## src/rtl/note_sequencer.sv

```systemverilog
// note_sequencer
// Walks a song table held in external ROM at a fixed tempo. For each note step
// it issues one pitch request to the pitch adjuster, waits for the adjusted
// pitch, then writes that pitch to a single ADPCM voice together with a key-on
// strobe. Rest steps, and steps whose note is above 11, produce key-off instead.
//
// Ports:
//   clk, reset_n            clock; synchronous active-low reset
//   enable                  run/stop level; a stop takes effect once the current
//                           note has finished
//   reference_pitch_in      pitch of C in octave 0
//   step_addr / step_data   song ROM address and data (data valid one cycle
//                           after the address); [7]=rest, [5:4]=octave,
//                           [3:0]=note
//   reference_pitch_valid   one-cycle request strobe to the pitch adjuster
//   reference_pitch, target_note, octave
//                           request operands; held until the next decode
//   adjusted_pitch(_valid)  adjuster result and its level valid
//   voice_pitch             pitch last written to the voice
//   voice_pitch_write, key_on
//                           coincident one-cycle strobes
//   key_off                 one-cycle key-off strobe
//   busy                    high while a step is being processed
module note_sequencer #(
  parameter int unsigned TICK_DIVIDER = 12000,
  parameter int unsigned STEP_COUNT   = 16,
  parameter int unsigned ADDR_W       = 4
) (
  input  logic              clk,
  input  logic              reset_n,
  input  logic              enable,
  input  logic [15:0]       reference_pitch_in,
  output logic [ADDR_W-1:0] step_addr,
  input  logic [7:0]        step_data,
  output logic              reference_pitch_valid,
  output logic [15:0]       reference_pitch,
  output logic [3:0]        target_note,
  output logic [1:0]        octave,
  input  logic [15:0]       adjusted_pitch,
  input  logic              adjusted_pitch_valid,
  output logic [15:0]       voice_pitch,
  output logic              voice_pitch_write,
  output logic              key_on,
  output logic              key_off,
  output logic              busy
);

  localparam int unsigned       CNT_W     = $clog2(TICK_DIVIDER);
  localparam logic [CNT_W-1:0]  CNT_LAST  = CNT_W'(TICK_DIVIDER - 1);
  localparam logic [ADDR_W-1:0] ADDR_LAST = ADDR_W'(STEP_COUNT - 1);

  typedef enum logic [2:0] {
    ST_IDLE,
    ST_FETCH,
    ST_DECODE,
    ST_REQUEST,
    ST_SETTLE,
    ST_WAIT,
    ST_WRITE,
    ST_HOLD
  } state_t;

  state_t           state;
  state_t           state_next;
  logic [CNT_W-1:0] tick_cnt;
  logic             tick;
  logic             pending;
  logic             step_skip;
  logic             step_data_unused;

  // Bit 6 of the table entry carries no meaning for this block.
  assign step_data_unused = step_data[6];

  always_comb begin
    step_skip             = step_data[7] || (step_data[3:0] > 4'd11);
    tick                  = enable && (state != ST_IDLE) && (tick_cnt == CNT_LAST);
    state_next            = state;
    reference_pitch_valid = 1'b0;
    voice_pitch_write     = 1'b0;
    key_on                = 1'b0;
    key_off               = 1'b0;
    busy                  = (state != ST_IDLE) && (state != ST_HOLD);
    case (state)
      ST_IDLE:    if (enable) state_next = ST_FETCH;
      ST_FETCH:   state_next = ST_DECODE;
      ST_DECODE: begin
        if (step_skip) begin
          key_off    = 1'b1;
          state_next = ST_HOLD;
        end else begin
          state_next = ST_REQUEST;
        end
      end
      ST_REQUEST: begin
        reference_pitch_valid = 1'b1;
        state_next            = ST_SETTLE;
      end
      // The adjuster's valid from the previous note is still up here.
      ST_SETTLE:  state_next = ST_WAIT;
      ST_WAIT:    if (adjusted_pitch_valid) state_next = ST_WRITE;
      ST_WRITE: begin
        voice_pitch_write = 1'b1;
        key_on            = 1'b1;
        state_next        = ST_HOLD;
      end
      ST_HOLD: begin
        if (!enable) begin
          key_off    = 1'b1;
          state_next = ST_IDLE;
        end else if (tick || pending) begin
          state_next = ST_FETCH;
        end
      end
      default:    state_next = ST_IDLE;
    endcase
  end

  always_ff @(posedge clk) begin
    if (!reset_n) begin
      state           <= ST_IDLE;
      step_addr       <= '0;
      tick_cnt        <= '0;
      pending         <= 1'b0;
      voice_pitch     <= '0;
      target_note     <= '0;
      octave          <= '0;
      reference_pitch <= '0;
    end else begin
      state <= state_next;

      if (!enable || (state == ST_IDLE) || tick) tick_cnt <= '0;
      else                                       tick_cnt <= tick_cnt + 1'b1;

      // A step that overruns its slot remembers at most one missed tick.
      if (state_next == ST_FETCH)          pending <= 1'b0;
      else if (tick && (state != ST_HOLD)) pending <= 1'b1;

      case (state)
        ST_IDLE: if (enable) step_addr <= '0;
        ST_DECODE: begin
          if (!step_skip) begin
            target_note     <= step_data[3:0];
            octave          <= step_data[5:4];
            reference_pitch <= reference_pitch_in;
          end
        end
        ST_WAIT: if (adjusted_pitch_valid) voice_pitch <= adjusted_pitch;
        ST_HOLD: begin
          if (!enable)                step_addr <= '0;
          else if (tick || pending)   step_addr <= (step_addr == ADDR_LAST) ? '0 : step_addr + 1'b1;
        end
        default: ;
      endcase
    end
  end

endmodule
```

## config.mk

```make
export PLATFORM = sky130hd
export DESIGN_NAME = note_sequencer
export DESIGN_NICKNAME = d
export VERILOG_FILES = /design/src/rtl/note_sequencer.sv
export SDC_FILE = /design/constraint.sdc
export NUM_CORES = 1
export LEC_CHECK = 0
export BUFFER_PORTS_ARGS = -buffer_cell sky130_fd_sc_hd__buf_4
export CAP_MARGIN = 20
export CORE_MARGIN = 2
export CORE_UTILIZATION = 40
export CTS_BUF_LIST = sky130_fd_sc_hd__clkbuf_4 sky130_fd_sc_hd__clkbuf_8
export DETAILED_ROUTE_END_ITERATION = 8
export PLACE_DENSITY_LB_ADDON = 0.15
export REMOVE_ABC_BUFFERS = 1
export SYNTH_ARGS = -nofsm -noshare
export SYNTH_HDL_FRONTEND = slang
export SYNTH_SLANG_ARGS = --single-unit
```

## constraint.sdc

```tcl
create_clock -name clk -period 2.3 [get_ports clk]
set_clock_uncertainty 0.15 [all_clocks]
set_input_delay 0.23 -clock clk [delete_from_list [all_inputs] [get_ports clk]]
set_output_delay 0.23 -clock clk [all_outputs]
set_load 0.05 [all_outputs]
```

==> results of run 1 <==
==> worst paths after layout <==
path	slack (ns)	cells past startpoint	to	from
hold reg to reg	0.30	2	target_note[2]	target_note[2]
setup reg to reg	0.38	6	tick_cnt[2]	tick_cnt[0]
setup / recovery	0.35	3	key_off	state[0]
hold / removal	0.02	3	octave[0]	step_data[4]
==> critical path, cell delays in order, from the launching register on <==
cell     delay (ns)
dfxtp_1        0.41
or3_1          0.41
a21oi_1        0.20
buf_4          0.23
==> cell type report <==
type                    count  share of cell area, %
clock buffers              12                  4.233
clock inverters             4                  1.267
inverters                   6                 0.6000
multi-input cells         219                  31.93
flip-flops and latches     60                  32.00
well taps                  77                  2.567
repair buffers            126                  27.40
==> report_power, final <==
| group | switching (mW) | internal, mW |
|---|---|---|
| Combinational | 0.194 | 0.157 |
| Sequential | 0.0254 | 1.06 |
| Clock | 0.398 | 0.568 |
| Total | 0.617 | 1.79 |
==> state kept, by name, summed over array words and instances, names as in the netlist <==
| register | count |
|---|---|
| state | 3 |
| pending | 1 |
| octave | 2 |
| reference_pitch | 16 |
| target_note | 4 |
| voice_pitch | 16 |
| tick_cnt | 14 |
| step_addr | 4 |
==> layout by cell type (no fill, tap or decap), types with 3 or more instances in the layout <==
cell type,synthesis,final
nand4_1,3,3
nand3_1,6,6
a21oi_1,44,44
nor2_1,6,6
o31ai_1,4,4
nor2_4,8,8
and3_1,4,4
nand2_1,88,88
buf_4,1,93
nand3b_1,4,4
xor2_1,8,8
dfxtp_1,60,60
clkbuf_8,0,11
o21ai_0,6,6
dlygate4sd3_1,0,33
inv_1,6,6
and2_1,4,4
==> logic make-up (layout without fill, tap and decap cells) <==
| group | Yosys count | count (layout) |
|---|---|---|
| buffers and inverters | 26 | 148 |
| AO/OA/AOI/OAI | 66 | 66 |
| multiplexers | 1 | 1 |
| XOR/XNOR | 10 | 10 |
| adder cells (fa/ha/maj) | 2 | 2 |
| AND/OR/NAND/NOR | 140 | 140 |
| flip-flops | 60 | 60 |
==> per-layer routing <==
| layer | GRT usage (%) | share of wire (%) | vias up |
|---|---|---|---|
| met5 | 0 | 0 | - |
| met4 | 8.211 | 1.6 | 0 |
| met3 | 4.154 | 5.8 | 9 |
| met2 | 26.84 | 45 | 65 |
| met1 | 23.85 | 47 | 1096 |
| li1 | - | - | 1257 |
==> metrics by stage <==
step           util, %  setup slack, ns  area (um2)
2_1_floorplan        -           0.1823        2422
3_3_place_gp     51.54           0.4076        3217
3_5_place_dp     51.54           0.3879        3217
4_1_cts          60.14           0.3283        3754
5_1_grt          60.14           0.2624        3754
6_report         60.14           0.3484        3754
==> what timing repair did <==
| action | 4_1_cts | 5_1_grt |
|---|---|---|
| gates resized for setup | 0 | 0 |
| hold buffers | 33 | 0 |
| endpoints found under the hold margin | 33 | 0 |
==> flow_summary.toml, run 1 <==
[status]
status = "finished, final reports clean"

[yosys]
synth_top_area_cell = "dfxtp_1"
synthDistinctLibCells = 44
ys_async_sr_fraction_pct = 0
ys_top_cells_by_count = "nand2_1, dfxtp_1, a21oi_1"
yosysSeqAreaShare_pct = 47.38
ys_warn_count = 0
synth_compound_area_share_pct = 14.91
synth_top_family_by_area = "simple AND/OR/NAND/NOR gates"
synth_edf_count = 0
yosysMostFrequentCell = "nand2_1"
synthSimpleGateAreaFrac_pct = 27.54
synth_ff_type = "dfxtp_1"
synthMuxAreaShare_pct = 0.3949
yosys-top-cells-area = "dfxtp_1, nand2_1, a21oi_1, nor2_4, xor2_1"
syn-mean-instance-area_um2 = 8.311
synth_xor_area_share_pct = 3.455
yosysTopAreaCellShare_pct = 47.38
ys_seq_elements = 60
synth_fa_ha_area_share_pct = 0.9872
netlist_instances = 305
synth_area_um2 = 2535

[setup_path]
critPathArrivalTime_ns = 1.57
end_kind = "primary output"
cp-start-kind = "flip-flop"
required_ns = 1.92
critPathMaxFanout = 11
critical_path_class = "flip-flop to primary output"

[clock_tree]
clock_latency_ns = 0.33
clk_pin_slew_ns = 0.07
cts_tree = "yes"
post-cts-setup-buffers = 0
cts_root_buf = "clkbuf_8"
clkSinkCount = 60
cts_made_buffers = 9
cts.path.max_buffers = 2
ctsHtreeMaxLevel = 3

[detailed_routing]
drc = 0
ant_nets = 0
vias_per_cell = 4.815
num_vias = 2427
wl_um = 6196
first_iter_violations = 84
drt-pass1-iter-count = 5
routedWlPerCell_um = 12.29

[job]
maxCapViolCount = 0

[grt]
antenna_found_initial = 0
grt_pass1_wl_um = 10140
grt_max_degree = 41
grtUsageTotal_pct = 17.70
grt-ovfl-total = 0
grt_pass1_vias = 2197

[timing]
finalSetupTns_ns = 0
grt_setup_unrepaired = "false"
worst_pin_slew_ns = 0.6513
drv_slew = 0
fin_crit_ns = 1.952
hold_viol_final = 0
setup_violations = 0
final.period_utilization_pct = 84.85
fmax_ghz = 0.5124
fin_hold_ws_ns = 0.01638
slew_headroom_pct = 56.46

[finish]
synthToLayoutAreaGrowth_pct = 48.08
antenna_cells = 0
instances_no_fill = 504
drive_gt1_share_pct = 28.57
fillerInstances = 549
nets = 468
seq_area_um2 = 1201
multi_input_area_um2 = 1199

[placed_design]
hpwl_um = 3844
io_buffers = 89
place.gp.congestion = 0.7467
dp.cells = 455

[floorplan]
die_y_um = 83.61
num_rows = 29
io_pins = 91
die_x_um = 83.61
floorplan.initialDensity_pct = 40.62
dieArea_um2 = 6990
core-area_um2 = 6241

[pwr]
power_mw = 2.404
ir_worst_vdd_v = 0.0003224
power.leakage_nw = 1.519
power_density_nw_per_um2 = 640.5

[worst_hold_path]
min_path_type = "primary input to flip-flop"
(Power assumes the default switching activity.)
==> run 2: changes to the inputs <==
==> constraint.sdc (replaced) <==
create_clock -name clk -period 1.6 [get_ports clk]
set_clock_uncertainty 0.15 [all_clocks]
set_input_delay 0.16 -clock clk [delete_from_list [all_inputs] [get_ports clk]]
set_output_delay 0.16 -clock clk [all_outputs]
set_load 0.05 [all_outputs]
==> flow_summary.toml, run 2 (synthesis results as in run 1) <==
[finish]
nets = 505
antenna_cells = 0
seq_area_um2 = 1215
multi_input_area_um2 = 1328
fin_util_pct = 68.36
final_cell_mix = "buf_4, nand2_1, dfxtp_1"
synthToLayoutAreaGrowth_pct = 68.31
reg_top3 = "reference_pitch (16), voice_pitch (16), tick_cnt (14)"
final_common_cell = "buf_4"
fillerInstances = 510
drive_gt1_share_pct = 38.31

[status]
violations = "negative setup slack"
status = "finished, violations left"

[timing]
slew_headroom_pct = 69.93
finalSetupTns_ns = -0.4069
worst_slack_ns = -0.1158
hold_viol_final = 0
fin_hold_ws_ns = 0.03818
worst_pin_slew_ns = 0.4511
fmax_ghz = 0.5828
drv_slew = 0
final.period_utilization_pct = 107.2
setup_violations = 16
grt_setup_unrepaired = "true"
fin_crit_ns = 1.716

[placed_design]
place.gp.congestion = 0.7886
io_buffers = 89
hpwl_um = 4145
pre_cts_ws_ns = -0.1642

[setup_path]
cp-start-kind = "flip-flop"
critical_path_class = "flip-flop to primary output"
path_delay_family = "simple AND/OR/NAND/NOR gates"
cp_cell_sequence = "or3_4, a21oi_4, buf_6"
end_kind = "primary output"
cp_num_buf_inv = 1
required_ns = 1.29
critPathMaxFanout = 6
cpPeakStageDelay_ns = 0.38
slowest_stage = "or3_4"
critPathArrivalTime_ns = 1.41

[pwr]
power_density_nw_per_um2 = 841.2
ir_worst_vdd_v = 0.0004544
power_mw = 3.589
power.leakage_nw = 1.740

[grt]
grt_max_degree = 41
grtUsageTotal_pct = 19.87
grt_pass1_wl_um = 11280
antenna_found_initial = 0
grt-ovfl-total = 0
grt_pass1_vias = 2423

[floorplan]
floorplan.initialDensity_pct = 40.62
die_y_um = 83.61
die_x_um = 83.61
dieArea_um2 = 6990
io_pins = 91
core-area_um2 = 6241
num_rows = 29

[clock_tree]
cts_root_buf = "clkbuf_8"
cts_made_buffers = 9
clkSinkCount = 60
ctsHtreeMaxLevel = 3
cts.path.max_buffers = 2
cts_tree = "yes"
clock_latency_ns = 0.33
clk_pin_slew_ns = 0.06

[detailed_routing]
vias_per_cell = 4.833
ant_nets = 0
num_vias = 2605
wl_um = 6975
first_iter_violations = 72
drt-pass1-iter-count = 4
routedWlPerCell_um = 12.94
drc = 0

[job]
maxCapViolCount = 0

[worst_hold_path]
min_path_type = "primary input to flip-flop"
run 2: path summary, 6_finish.rpt:
| path | slack, ns | cells past startpoint | end | startpoint |
|---|---|---|---|---|
| max | -0.12 | 3 | key_off | state[0] |
| min | 0.04 | 4 | pending | enable |
| max reg2reg | -0.05 | 6 | tick_cnt[11] | tick_cnt[0] |
| min reg2reg | 0.30 | 2 | target_note[3] | target_note[3] |
run 2: worst min-delay path, stage by stage:
cell and delay [ns]:
buf_4 0.13, o21ai_0 0.08, nand2_1 0.06, nor2_1 0.04
run 2: what timing repair did:
item / in CTS / in global routing
endpoints found under the setup margin: 34 / 36
setup buffers: 5 / 2
hold buffers: 41 / 0
endpoints found under the hold margin: 44 / 0
resized for setup: 32 / 28
pin swaps: 16 / 7
run 2: through the flow:
| stage | instances | instance area, um2 |
|---|---|---|
| detailed placement | 477 | 3395 |
| CTS | 537 | 4135 |
| finish | 539 | 4267 |
| floorplan | 285 | 2422 |
| global placement | 477 | 3395 |
| global route | 539 | 4267 |
run 2: layout make-up:
class | instances | area share (%)
clock buffer | 12 | 3.724
clock inverter | 2 | 0.8211
inverter | 6 | 0.5279
multi-input combinational | 219 | 31.11
sequential | 60 | 28.48
tap | 77 | 2.258
timing repair buffer | 163 | 33.08
run 2: where the power goes:
| group | switching [mW] | internal, mW |
|---|---|---|
| registers | 0.0309 | 1.53 |
| clock network | 0.549 | 0.802 |
| logic | 0.340 | 0.337 |
| total | 0.920 | 2.67 |
run 2: per-layer routing:
layer | GRT usage (%) | up-vias | wire length [um]
li1 | - | 1331 | -
met4 | 9.971 | 0 | 194
met2 | 30.84 | 72 | 3220
met1 | 26.19 | 1182 | 3220
met5 | 0 | - | 0
met3 | 4.154 | 20 | 339
==> run 3: changes to the inputs <==
--- a/config.mk
+++ b/config.mk
@@ -5,6 +5,7 @@
 export SDC_FILE = /design/constraint.sdc
 export NUM_CORES = 1
 export LEC_CHECK = 0
+export ABC_AREA = 1
 export BUFFER_PORTS_ARGS = -buffer_cell sky130_fd_sc_hd__buf_4
 export CAP_MARGIN = 20
 export CORE_MARGIN = 2
==> flow_summary.toml, run 3 <==
[status]
status = "finished, violations left"
violations = "negative setup slack"

[yosys]
ys_top_cells_by_count = "nor2_1, dfxtp_1, o21ai_0"
yosysMostFrequentCell = "nor2_1"
ys_seq_elements = 60
yosysTopAreaCellShare_pct = 45.91
ys_warn_count = 0
syn-mean-instance-area_um2 = 7.628
synth_area_um2 = 2616
synth_top_area_cell = "dfxtp_1"
ys_async_sr_fraction_pct = 0
synthDistinctLibCells = 37
yosys-top-cells-area = "dfxtp_1, nor2_1, o21ai_0, nand2_1, inv_1"
synth_ff_type = "dfxtp_1"
synth_edf_count = 0
yosysSeqAreaShare_pct = 45.91
netlist_instances = 343

[job]
maxCapViolCount = 0

[setup_path]
rr_endpoint = "state[1]"
end_kind = "primary output"
reg2reg_slack_ns = 0.11
cp-start-kind = "flip-flop"
crit_start = "state[0]"
critPathArrivalTime_ns = 1.29
critical_path_class = "flip-flop to primary output"
required_ns = 1.29
r2r_cells = 9
worstReg2RegStart = "state[0]"
critPathMaxFanout = 6

[timing]
grt_setup_unrepaired = "true"
setup_violations = 1
fmax_ghz = 0.6232
finalSetupTns_ns = -0.004724
hold_viol_final = 0
final.period_utilization_pct = 100.3
drv_slew = 0
fin_crit_ns = 1.605
fin_hold_ws_ns = 0.03170
worst_slack_ns = -0.004724
worst_pin_slew_ns = 0.2933
slew_headroom_pct = 80.30

[grt]
antenna_found_initial = 0
grt_pass1_vias = 2423
grt-ovfl-total = 0
grtUsageTotal_pct = 18.67
grt_pass1_wl_um = 10780
grt_max_degree = 25

[finish]
antenna_cells = 0
drive_gt1_share_pct = 34.63
fillerInstances = 570
reg_top3 = "reference_pitch (16), voice_pitch (16), tick_cnt (14)"
synthToLayoutAreaGrowth_pct = 58.20
nets = 529
final_cell_mix = "buf_4, nor2_1, dfxtp_1"
instances_no_fill = 565
final_common_cell = "buf_4"

[pwr]
power.leakage_nw = 1.803
p_switching_mw = 1.262
power_switching_share_pct = 30.48
combPwrFrac_pct = 23.9
ir_worst_vdd_v = 0.0006747
power_frac_clock_pct = 36.0
p_int_mw = 2.878
power_frac_seq_pct = 40.0
power_density_nw_per_um2 = 1000

[floorplan]
die_y_um = 84.88
io_pins = 91
core-area_um2 = 6350
die_x_um = 84.88
num_rows = 29
floorplan.initialDensity_pct = 41.20
dieArea_um2 = 7204

[clock_tree]
cts.path.max_buffers = 2
clock_latency_ns = 0.33
cts_tree = "yes"
ctsHtreeMaxLevel = 3
clk_pin_slew_ns = 0.07
cts_made_buffers = 9
cts_root_buf = "clkbuf_8"
clkSinkCount = 60

[placed_design]
dp.cells = 507
place.gp.congestion = 0.8025
hpwl_um = 4350
io_buffers = 89

[detailed_routing]
wl_um = 6532
drt-pass1-iter-count = 4
drc = 0
ant_nets = 0
num_vias = 2636
vias_per_cell = 4.665
routedWlPerCell_um = 11.56
first_iter_violations = 81

[worst_hold_path]
hold_path_startpoint = "reset_n"
min_path_type = "primary input to flip-flop"
hold_depth = 3
holdPathEnd = "state[2]"
[run 3: area by class of cell]
cell class                 instances  area [um2]  share of cell area (%)
multi-input combinational        234        1269                   30.65
clock inverter                     6       88.84                   2.146
sequential                        60        1215                   29.35
clock buffer                      10       131.4                   3.174
inverter                          35       138.9                   3.355
timing repair buffer             143        1200                   28.99
tap                               77       96.34                   2.328
[run 3: layer usage]
layer,part of all wire (%),track usage [%],up-vias,wire length [um]
li1,-,-,1373,-
met1,44,22.69,1182,2876
met2,48,31.07,66,3163
met3,5.1,4.183,15,331
met4,2.5,9.524,0,162
met5,0,0,-,0
[run 3: repair_timing]
item / in CTS / in global routing
hold buffers: 38 / 0
pin swaps: 2 / 4
endpoints found under the setup margin: 7 / 43
resized for setup: 19 / 22
endpoints found under the hold margin: 38 / 0
buffers inserted: 2 / 2
[run 3: how the worst max path moves through the flow]
stage / endpoint / slack (ns) / cells past startpoint
final: key_off / -0.005 / 5
after global routing: key_off / -0.07 / 4
after CTS: key_off / -0.03 / 5
after detailed placement: step_addr[1] / -0.03 / 10
after global placement: step_addr[1] / 0.02 / 10
after floorplan: key_on / -1.35 / 2
[run 3: cell families (layout without fill, tap and decap cells)]
family                   count (synthesis)  count (layout)  synth area share (%)
adder cells (fa/ha/maj)                  2               2                0.9563
AND/OR/NAND/NOR                        170             170                 30.37
buffers and inverters                   49             194                 8.846
XOR/XNOR                                 4               4                 1.339
AO/OA/AOI/OAI                           58              58                 12.58
flip-flops                              60              60                 45.91
[run 3: power groups by stage]
stage	Sequential [mW]	Clock, mW	Combinational, mW
floorplan	1.90	0	0.332
global placement	1.67	0	0.854
detailed placement	1.68	0	0.863
CTS	1.65	1.54	0.971
global route	1.67	1.62	1.08
finish	1.66	1.49	0.991
[run 3: per-stage QoR]
| step | setup slack (ns) | instance area, um2 | power, mW | utilization, % |
|---|---|---|---|---|
| after detailed placement | -0.02837 | 3385 | 2.540 | 53.30 |
| after floorplan | -1.349 | 2517 | 2.228 | - |
| after global placement | 0.02485 | 3385 | 2.528 | 53.30 |
| after global routing | -0.07070 | 4139 | 4.370 | 65.18 |
| after CTS | -0.03379 | 4051 | 4.165 | 63.80 |
| final | -0.004724 | 4139 | 4.140 | 65.18 |
[run 3: worst max-delay path, cell delays in order (launching register included)]
cell and delay [ns]:
dfxtp_4 0.41, nand2_2 0.09, inv_4 0.07, nand2_4 0.07, o21ai_4 0.14, buf_6 0.18
